File: src/rtl/spi_transaction_fsm.sv
// -----------------------------------------------------------------------------
// spi_transaction_fsm
//
// Moore controller for one SPI slave transaction. A frame of WIDTH bits is
// shifted in MSB first: the upper WIDTH-1 bits are the address and the LSB is
// the R/W flag (1 = read). The frame is followed either by WIDTH bits of memory
// data shifted out on MISO, or by WIDTH bits shifted in and written to memory.
//
// Every output is decoded from the state register or comes straight from a
// flop. There is no combinational path from an input to an output.
//
// Ports
//   clk                 system clock. All state changes happen on its rising edge.
//   resetN              asynchronous active-low reset.
//   chipSelect          conditioned SPI chip select, active low.
//   sclkPosEdge         one-clk pulse on a conditioned SCLK rising edge.
//   sclkNegEdge         one-clk pulse on a conditioned SCLK falling edge.
//   rwBit               shift register parallelDataOut[0] (R/W flag).
//   addrLatchEnable     loads the address latch (GOT_ADDR).
//   shiftRegWriteEnable parallel-loads memory read data into the shift register (READ_LOAD).
//   misoBufferEnable    drives the MISO tri-state (READ_SHIFT).
//   dataMemWriteEnable  data memory write strobe (WRITE_MEM).
//   bitCount            current frame bit count, for debug.
//   fsmState            state encoding, for debug.
// -----------------------------------------------------------------------------
module spi_transaction_fsm #(
  parameter int WIDTH = 8
) (
  input  logic       clk,
  input  logic       resetN,
  input  logic       chipSelect,
  input  logic       sclkPosEdge,
  input  logic       sclkNegEdge,
  input  logic       rwBit,
  output logic       addrLatchEnable,
  output logic       shiftRegWriteEnable,
  output logic       misoBufferEnable,
  output logic       dataMemWriteEnable,
  output logic [3:0] bitCount,
  output logic [2:0] fsmState
);

  typedef enum logic [2:0] {
    IDLE        = 3'd0,
    GET_ADDR    = 3'd1,
    GOT_ADDR    = 3'd2,
    READ_LOAD   = 3'd3,
    READ_SHIFT  = 3'd4,
    WRITE_SHIFT = 3'd5,
    WRITE_MEM   = 3'd6,
    DONE        = 3'd7
  } state_t;

  localparam logic [3:0] LAST_BIT = 4'(WIDTH - 1);

  state_t     state_q, state_d;
  logic [3:0] bit_count_q, bit_count_d;

  always_ff @(posedge clk or negedge resetN) begin
    if (!resetN) begin
      state_q     <= IDLE;
      bit_count_q <= 4'd0;
    end else begin
      state_q     <= state_d;
      bit_count_q <= bit_count_d;
    end
  end

  always_comb begin
    state_d     = state_q;
    bit_count_d = bit_count_q;

    unique case (state_q)
      IDLE: begin
        bit_count_d = 4'd0;
        if (!chipSelect) state_d = GET_ADDR;
      end

      GET_ADDR: begin
        if (sclkPosEdge) begin
          if (bit_count_q == LAST_BIT) begin
            state_d     = GOT_ADDR;
            bit_count_d = 4'd0;
          end else begin
            bit_count_d = bit_count_q + 4'd1;
          end
        end
      end

      GOT_ADDR: state_d = rwBit ? READ_LOAD : WRITE_SHIFT;

      // Memory read is combinational from the latched address, so the data is
      // already valid while the shift register loads it here.
      READ_LOAD: state_d = READ_SHIFT;

      // The master samples MISO on the rising edge, so the slave advances the
      // read bit count on falling edges.
      READ_SHIFT: begin
        if (sclkNegEdge) begin
          if (bit_count_q == LAST_BIT) begin
            state_d     = DONE;
            bit_count_d = 4'd0;
          end else begin
            bit_count_d = bit_count_q + 4'd1;
          end
        end
      end

      WRITE_SHIFT: begin
        if (sclkPosEdge) begin
          if (bit_count_q == LAST_BIT) begin
            state_d     = WRITE_MEM;
            bit_count_d = 4'd0;
          end else begin
            bit_count_d = bit_count_q + 4'd1;
          end
        end
      end

      // The write strobe always completes its single cycle, even when CS has
      // already gone high.
      WRITE_MEM: state_d = chipSelect ? IDLE : DONE;

      // A finished transaction stays here until CS is released.
      DONE: state_d = DONE;

      default: begin
        state_d     = IDLE;
        bit_count_d = 4'd0;
      end
    endcase

    // A CS release aborts the transaction and takes priority over every other
    // transition. WRITE_MEM is excluded so that a started write finishes.
    if (chipSelect && (state_q != IDLE) && (state_q != WRITE_MEM)) begin
      state_d     = IDLE;
      bit_count_d = 4'd0;
    end
  end

  assign addrLatchEnable     = (state_q == GOT_ADDR);
  assign shiftRegWriteEnable = (state_q == READ_LOAD);
  assign misoBufferEnable    = (state_q == READ_SHIFT);
  assign dataMemWriteEnable  = (state_q == WRITE_MEM);
  assign bitCount            = bit_count_q;
  assign fsmState            = state_q;

endmodule

File: config.mk
export PLATFORM = sky130hd
export DESIGN_NAME = spi_transaction_fsm
export DESIGN_NICKNAME = d
export VERILOG_FILES = /design/src/rtl/spi_transaction_fsm.sv
export SDC_FILE = /design/constraint.sdc
export NUM_CORES = 1
export LEC_CHECK = 0
export BUFFER_PORTS_ARGS = -buffer_cell sky130_fd_sc_hd__clkbuf_2
export CAP_MARGIN = 5
export CORE_AREA = 3 3 40 42
export DETAILED_ROUTE_END_ITERATION = 10
export DIE_AREA = 0 0 43 45
export SYNTH_ARGS = -nofsm -noshare
export SYNTH_HDL_FRONTEND = slang
export SYNTH_SLANG_ARGS = --single-unit
File: constraint.sdc
create_clock -name clk -period 3.7 [get_ports clk]
set_input_delay 0.74 -clock clk [delete_from_list [all_inputs] [get_ports clk]]
set_output_delay 0.74 -clock clk [all_outputs]
set_load 0.05 [all_outputs]
==> results of run 1 <==
## flip-flops by register name, summed over array words and instances, names as in the netlist
register / count
bitCount: 4
fsmState: 3
## report_power, final
group / switching [W] / total [W] / internal (W)
logic: 0.0000580 / 0.0000853 / 0.0000273
clock network: 0.0000276 / 0.0000688 / 0.0000411
registers: 0.0000111 / 0.0000942 / 0.0000831
total: 0.0000968 / 0.000248 / 0.000152
## cell usage after synthesis
library cell and instances:
a21o_1 1, a21oi_1 3, a311o_1 1, and2_1 2, and2b_4 1, and3_1 1, and4_1 1, buf_8 1
dfrtp_1 7, ha_1 1, inv_1 2, mux2_1 1, nand2_1 2, nand2_2 1, nand2b_1 1, nand3_1 1
nand3b_1 1, nor2_1 7, nor2b_1 1, nor2b_2 1, nor3_1 3, nor3_2 1, nor3b_1 1, o211ai_2 2
o21ai_2 1, o21bai_2 1, o2bb2ai_1 2, o32ai_1 1, or3_4 1
## routing by layer
layer | share of wire | global-route usage | up-vias
met1 | 0.46 | 0.147 | 190
li1 | - | - | 218
met5 | 0 | 0 | -
met4 | 0.0056 | 0.0361 | 0
met2 | 0.47 | 0.189 | 14
met3 | 0.070 | 0.0637 | 2
## path summary, 6_finish.rpt
kind | to | slack [ns]
max reg2reg | bitCount[0]$_DFFE_PN0P_ | 2.24
min | fsmState[2]$_DFFE_PN0P_ | 0.33
min reg2reg | bitCount[1]$_DFFE_PN0P_ | 0.53
max in group asynchronous | fsmState[0]$_DFFE_PN0P_ | 3.20
max | shiftRegWriteEnable | 1.49
min in group clk | bitCount[1]$_DFFE_PN0P_ | 0.53
## layout by cell type, fill, tap and decap left out, types with 2 or more instances in the layout
| cell | instances |
|---|---|
| dfrtp_1 | 7 |
| inv_1 | 2 |
| o211ai_2 | 2 |
| nor2_1 | 7 |
| a21oi_1 | 3 |
| nor3_1 | 3 |
| and2_1 | 2 |
| o2bb2ai_1 | 2 |
| nand2_1 | 2 |
| clkbuf_4 | 3 |
| clkbuf_2 | 16 |
## per-stage QoR
step	utilization	worst slack [ns]	hold slack [ns]	cell area, um2
after floorplan	-	0.870	0.444	480
after global placement	0.439	1.77	0.514	564
after detailed placement	0.439	1.74	0.516	564
after CTS	0.460	1.47	0.323	591
after global routing	0.460	1.36	0.324	591
final	0.460	1.49	0.327	591
## kinds of logic (layout without fill, tap and decap cells)
| group | count (synthesis) | in the layout |
|---|---|---|
| AND/OR/NAND/NOR | 26 | 26 |
| AO/OA/AOI/OAI | 12 | 12 |
| flip-flops | 7 | 7 |
| buffers and inverters | 3 | 22 |
| adder cells (fa/ha/maj) | 1 | 1 |
| multiplexers | 1 | 1 |
## worst max-delay path: cells and delay by family (launching register included)
kind	cells	cell delay (ns)
buf+inv	2	0.46
simple gates	1	0.26
flops	1	0.51
## layout make-up
type,instances,area [um2],area share
multi-input combinational,40,283,0.479
timing repair buffer,16,80.1,0.136
tap,15,18.8,0.0318
clock buffer,4,26.3,0.0445
sequential,7,175,0.297
inverter,2,7.51,0.0127
==> impl_metrics.csv, run 1 <==
group,metric,value,unit
outcome,status,"finished clean",
place,gp_congestion,0.712,
timing,tns,0,ns
clocking,post_cts_resized,0,
clocking,insertion_delay,0.25,ns
synthesis,synth_seq_area_share,0.365,
clocking,clkSlewWorstSetupHoldPaths,0.05,ns
synthesis,yosys_warnings,0,
run,max_cap_violations,0,
synthesis,syn-instance-count,50,
critical_path,crit_type,"reg -> out",
synthesis,synth_fa_ha_area_frac,0.0260,
clocking,clockRootBuffer,"clkbuf_4",
floorplanning,die_w,43,um
clocking,htreeDepth,1,
cells_and_area,stdcell_count,84,
synthesis,synth_xor_area_frac,0,
timing,rsz0062_at_grt,"no",
global_route,grt_max_degree,11,
critical_path,arrival,1.47,ns
cells_and_area,area_growth,22.9,%
drt,vias,424,
hold_path,hold_path.class,"in -> async",
critical_path,max_stage_delay,0.51,ns
global_route,grt_pass1_wl,1.74,mm
timing,slew_viol_final,0,
place,io_buffers,16,
critical_path,cp_cell_sequence,"inv_1 > nor3b_1 > clkbuf_2",
critical_path,reg2reg_depth,5,
critical_path,cp-end-kind,"primary output",
timing,finalSetupViolations,0,
place,dp_cells,80,
drt,routedWlPerCell,12.8,um
synthesis,synth_top_family_by_area,"simple AND/OR/NAND/NOR gates",
clocking,clock-sinks,7,
power_and_ir_drop,p_leak,0.301,nW
cells_and_area,drive_above_1_share,0.406,
floorplanning,die_h,45,um
power_and_ir_drop,p_per_area,420,nW/um2
floorplanning,start_util,0.374,
global_route,antenna_found_initial,0,
synthesis,ys_types,29,
synthesis,yosys_register_bits,7,
drt,dr.pass1.iters,4,
drt,drc,0,
power_and_ir_drop,p_total,0.000248,W
timing,finalCritPeriodShare,0.598,
critical_path,cp_max_fo,10,
synthesis,synth-simple-area-share,0.323,
floorplanning,fp-row-count,13,
synthesis,syn_area,480,um2
drt,vias_per_cell,5.05,
global_route,grt_usage,0.122,
synthesis,synth_compound_area_frac,0.216,
critical_path,worstSetupStartpoint,"fsmState[1]$_DFFE_PN0P_",
clocking,cts_buffers,3,
clocking,cts_tree,"done",
synthesis,synth_area_leaders,"dfrtp_1, nor2_1, o211ai_2",
drt,ant_nets,0,
global_route,grt_overflow,0,
power_and_ir_drop,peakVddDrop,0.234,mV
timing,min_period,2.21,ns
floorplanning,io_pins,17,
cells_and_area,fin_nets,77,
drt,wirelength,1.07,mm
timing,fmax,0.452,GHz
synthesis,synthesis.nets,57,
critical_path,required,2.96,ns
synthesis,synth_top_area_frac,0.365,
critical_path,cp_slowest_cell,"dfrtp_1",
drt,drtIter0Drc,4,
critical_path,regToRegStartpoint,"bitCount[0]$_DFFE_PN0P_",
synthesis,syn_area_per_cell,9.61,um2
clocking,cts_buffer_depth,2,
clocking,post-cts-setup-buffers,0,
timing,hold_viol_final,0,
synthesis,muxShareOfSynthArea,0.0234,
cells_and_area,n_antenna_cell,0,
global_route,first_global_vias,404,
floorplanning,dieArea,1940,um2
critical_path,start_kind,"flop",
synthesis,yosysTopAreaCell,"dfrtp_1",
timing,worst_pin_slew,0.330,ns
cells_and_area,fillers,139,
place,dp_hpwl,826,um
floorplanning,core,1280,um2
timing,max-slew-margin-rel,0.779,
clocking,ctsHoldBuffers,0,
timing,fin_skew,0.000291,ns
(Power assumes the default switching activity.)
==> inputs of run 2 (changes only) <==
--- a/config.mk
+++ b/config.mk
@@ -5,11 +5,13 @@
 export SDC_FILE = /design/constraint.sdc
 export NUM_CORES = 1
 export LEC_CHECK = 0
+export ABC_AREA = 1
 export BUFFER_PORTS_ARGS = -buffer_cell sky130_fd_sc_hd__clkbuf_2
 export CAP_MARGIN = 5
 export CORE_AREA = 3 3 40 42
 export DETAILED_ROUTE_END_ITERATION = 10
 export DIE_AREA = 0 0 43 45
+export PLACE_DENSITY = 0.67
 export SYNTH_ARGS = -nofsm -noshare
 export SYNTH_HDL_FRONTEND = slang
 export SYNTH_SLANG_ARGS = --single-unit
==> constraint.sdc (replaced) <==
create_clock -name clk -period 2.3 [get_ports clk]
set_input_delay 0.46 -clock clk [delete_from_list [all_inputs] [get_ports clk]]
set_output_delay 0.46 -clock clk [all_outputs]
set_load 0.05 [all_outputs]
==> run 2 against run 1 <==
  * Synthesized cell count is 70% higher
  * Critical path type unchanged
  * Count of clock-buffer cells in the layout stayed put
  * Core utilization is 6.0 points higher
  * Global-route usage is 2.4 points higher
==> impl_metrics.csv, run 2 <==
group,metric,value,unit
clocking,clockRootBuffer,"clkbuf_4",
clocking,htreeDepth,1,
floorplanning,start_util,0.432,
clocking,cts_buffers,3,
clocking,clkSlewWorstSetupHoldPaths,0.05,ns
timing,tns,0,ns
floorplanning,die_w,43,um
cells_and_area,final_cell_area,668,um2
floorplanning,io_pins,17,
place,placed_area,642,um2
synthesis,synth_ff_type,"dfrtp_1",
synthesis,synth_top_area_frac,0.315,
clocking,post-cts-setup-buffers,0,
floorplanning,fp-row-count,13,
timing,holdWs,0.0393,ns
power_and_ir_drop,power.switching,0.000472,W
timing,rsz0062_at_grt,"no",
power_and_ir_drop,clkPwrFrac,0.127,
clocking,clock-sinks,7,
outcome,status,"finished clean",
critical_path,cp_max_fo,9,
clocking,insertion_delay,0.24,ns
synthesis,yosys_warnings,0,
cells_and_area,multi_input_area,315,um2
synthesis,async_reset_ff_frac,1.00,
critical_path,crit_type,"reg -> out",
drt,dr.pass1.iters,4,
power_and_ir_drop,internal_power,0.000357,W
critical_path,arrival,1.37,ns
power_and_ir_drop,peakVddDrop,0.631,mV
cells_and_area,final_cell_mix,"nand2_1, nand3_1, clkbuf_2",
floorplanning,die_h,45,um
cells_and_area,n_antenna_cell,0,
critical_path,cp-end-kind,"primary output",
timing,hold_viol_final,0,
synthesis,synth_common_cells,"nand2_1, nand3_1, inv_1, nor2_1, dfrtp_1",
critical_path,crit_path_frequent_cell,"inv_1",
power_and_ir_drop,p_leak,0.407,nW
power_and_ir_drop,p_sw_frac,0.569,
power_and_ir_drop,p_seq_frac,0.269,
cells_and_area,finalCoreUtilization,0.520,
cells_and_area,area_growth,20.3,%
drt,routedWlPerCell,9.56,um
place,dp_hpwl,940,um
timing,fin_skew,0.00281,ns
power_and_ir_drop,p_comb_frac,0.604,
clocking,post_cts_resized,0,
cells_and_area,drive_above_1_share,0.272,
synthesis,synthesis.nets,92,
cells_and_area,seq_area,175,um2
clocking,cts_tree,"done",
critical_path,cp_cell_sequence,"inv_1 > nand3_1 > inv_1 > clkbuf_2",
timing,max-slew-margin-rel,0.793,
drt,wirelength,1.13,mm
timing,worst_pin_slew,0.311,ns
synthesis,yosys_register_bits,7,
critical_path,start_kind,"flop",
synthesis,syn_area_per_cell,6.54,um2
timing,fmax,0.547,GHz
synthesis,synth.most_common_cell,"nand2_1",
synthesis,synth_edf_count,0,
synthesis,synth_area_leaders,"dfrtp_1, nand3_1, nand2_1",
critical_path,required,1.84,ns
critical_path,cp_slowest_cell,"dfrtp_1",
drt,vias,561,
place,io_buffers,16,
timing,finalSetupViolations,0,
global_route,grt_max_degree,11,
critical_path,reg2reg_depth,7,
drt,drtIter0Drc,8,
drt,drc,0,
synthesis,ys_types,17,
critical_path,max_stage_delay,0.48,ns
synthesis,synth_seq_area_share,0.315,
floorplanning,core,1280,um2
run,max_cap_violations,0,
global_route,first_global_vias,507,
place,gp_congestion,0.849,
cells_and_area,fillers,132,
global_route,grt_overflow,0,
power_and_ir_drop,p_per_area,1240,nW/um2
cells_and_area,largest_reg_flops,4,
cells_and_area,fin_nets,111,
clocking,cts_buffer_depth,2,
drt,vias_per_cell,4.75,
cells_and_area,final_common_cell,"nand2_1",
global_route,grt_pass1_wl,2.10,mm
synthesis,syn_area,556,um2
synthesis,yosysTopAreaCell,"dfrtp_1",
floorplanning,dieArea,1940,um2
synthesis,syn-instance-count,85,
timing,min_period,1.83,ns
global_route,antenna_found_initial,0,
global_route,grt_usage,0.146,
hold_path,hold_path.class,"in -> async",
timing,finalCritPeriodShare,0.794,
drt,ant_nets,0,
clocking,ctsHoldBuffers,0,
timing,slew_viol_final,0,
==> run 2: kinds of logic (layout without fill, tap and decap cells) <==
family | count (synthesis) | after routing | share of synthesized area
fa+ha+maj | 1 | 1 | 0.0225
compound gates | 3 | 3 | 0.0473
simple gates | 58 | 58 | 0.480
flops | 7 | 7 | 0.315
buf+inv | 16 | 34 | 0.135
==> run 2: power by group through the flow <==
stage | Combinational, W | Sequential (W) | Clock [W]
final | 0.000501 | 0.000223 | 0.000105
after global placement | 0.000504 | 0.000221 | 0
after CTS | 0.000505 | 0.000222 | 0.000111
after detailed placement | 0.000502 | 0.000224 | 0
after global routing | 0.000559 | 0.000234 | 0.000121
after floorplan | 0.000347 | 0.000303 | 0
==> run 2: worst paths after layout <==
check | startpoint | endpoint | slack [ns]
max | fsmState[0]$_DFFE_PN0P_ | dataMemWriteEnable | 0.47
min | resetN | fsmState[0]$_DFFE_PN0P_ | 0.04
max reg2reg | fsmState[0]$_DFFE_PN0P_ | bitCount[0]$_DFFE_PN0P_ | 0.86
min reg2reg | bitCount[3]$_DFFE_PN0P_ | bitCount[3]$_DFFE_PN0P_ | 0.53
max in group asynchronous | resetN | bitCount[0]$_DFFE_PN0P_ | 2.10
min in group clk | bitCount[3]$_DFFE_PN0P_ | bitCount[3]$_DFFE_PN0P_ | 0.53
==> run 2: layout make-up <==
class / count / share of cell area
multi-input cells: 62 / 0.472
flip-flops and latches: 7 / 0.262
repair buffers: 16 / 0.120
inverters: 14 / 0.0787
clock buffers: 4 / 0.0393
well taps: 15 / 0.0281
==> run 2: critical path: cells and delay by family, from the launching register on <==
kind	cells	cell delay [ns]
buf+inv	3	0.51
flops	1	0.48
simple gates	1	0.13
==> run 2: per-stage QoR <==
stage	setup slack (ns)	power, W	cells
2_1_floorplan	0.285	0.000650	85
3_3_place_gp	0.764	0.000726	114
3_5_place_dp	0.740	0.000726	114
4_1_cts	0.465	0.000839	118
5_1_grt	0.334	0.000913	118
6_report	0.473	0.000829	118
==> run 2: per-layer routing <==
metal  vias to the layer above  track usage  part of all wire
li1                        306            -                 -
met1                       244        0.213              0.51
met2                         9        0.198              0.44
met3                         2       0.0359             0.035
met4                         0       0.0723             0.011
met5                         -            0                 0
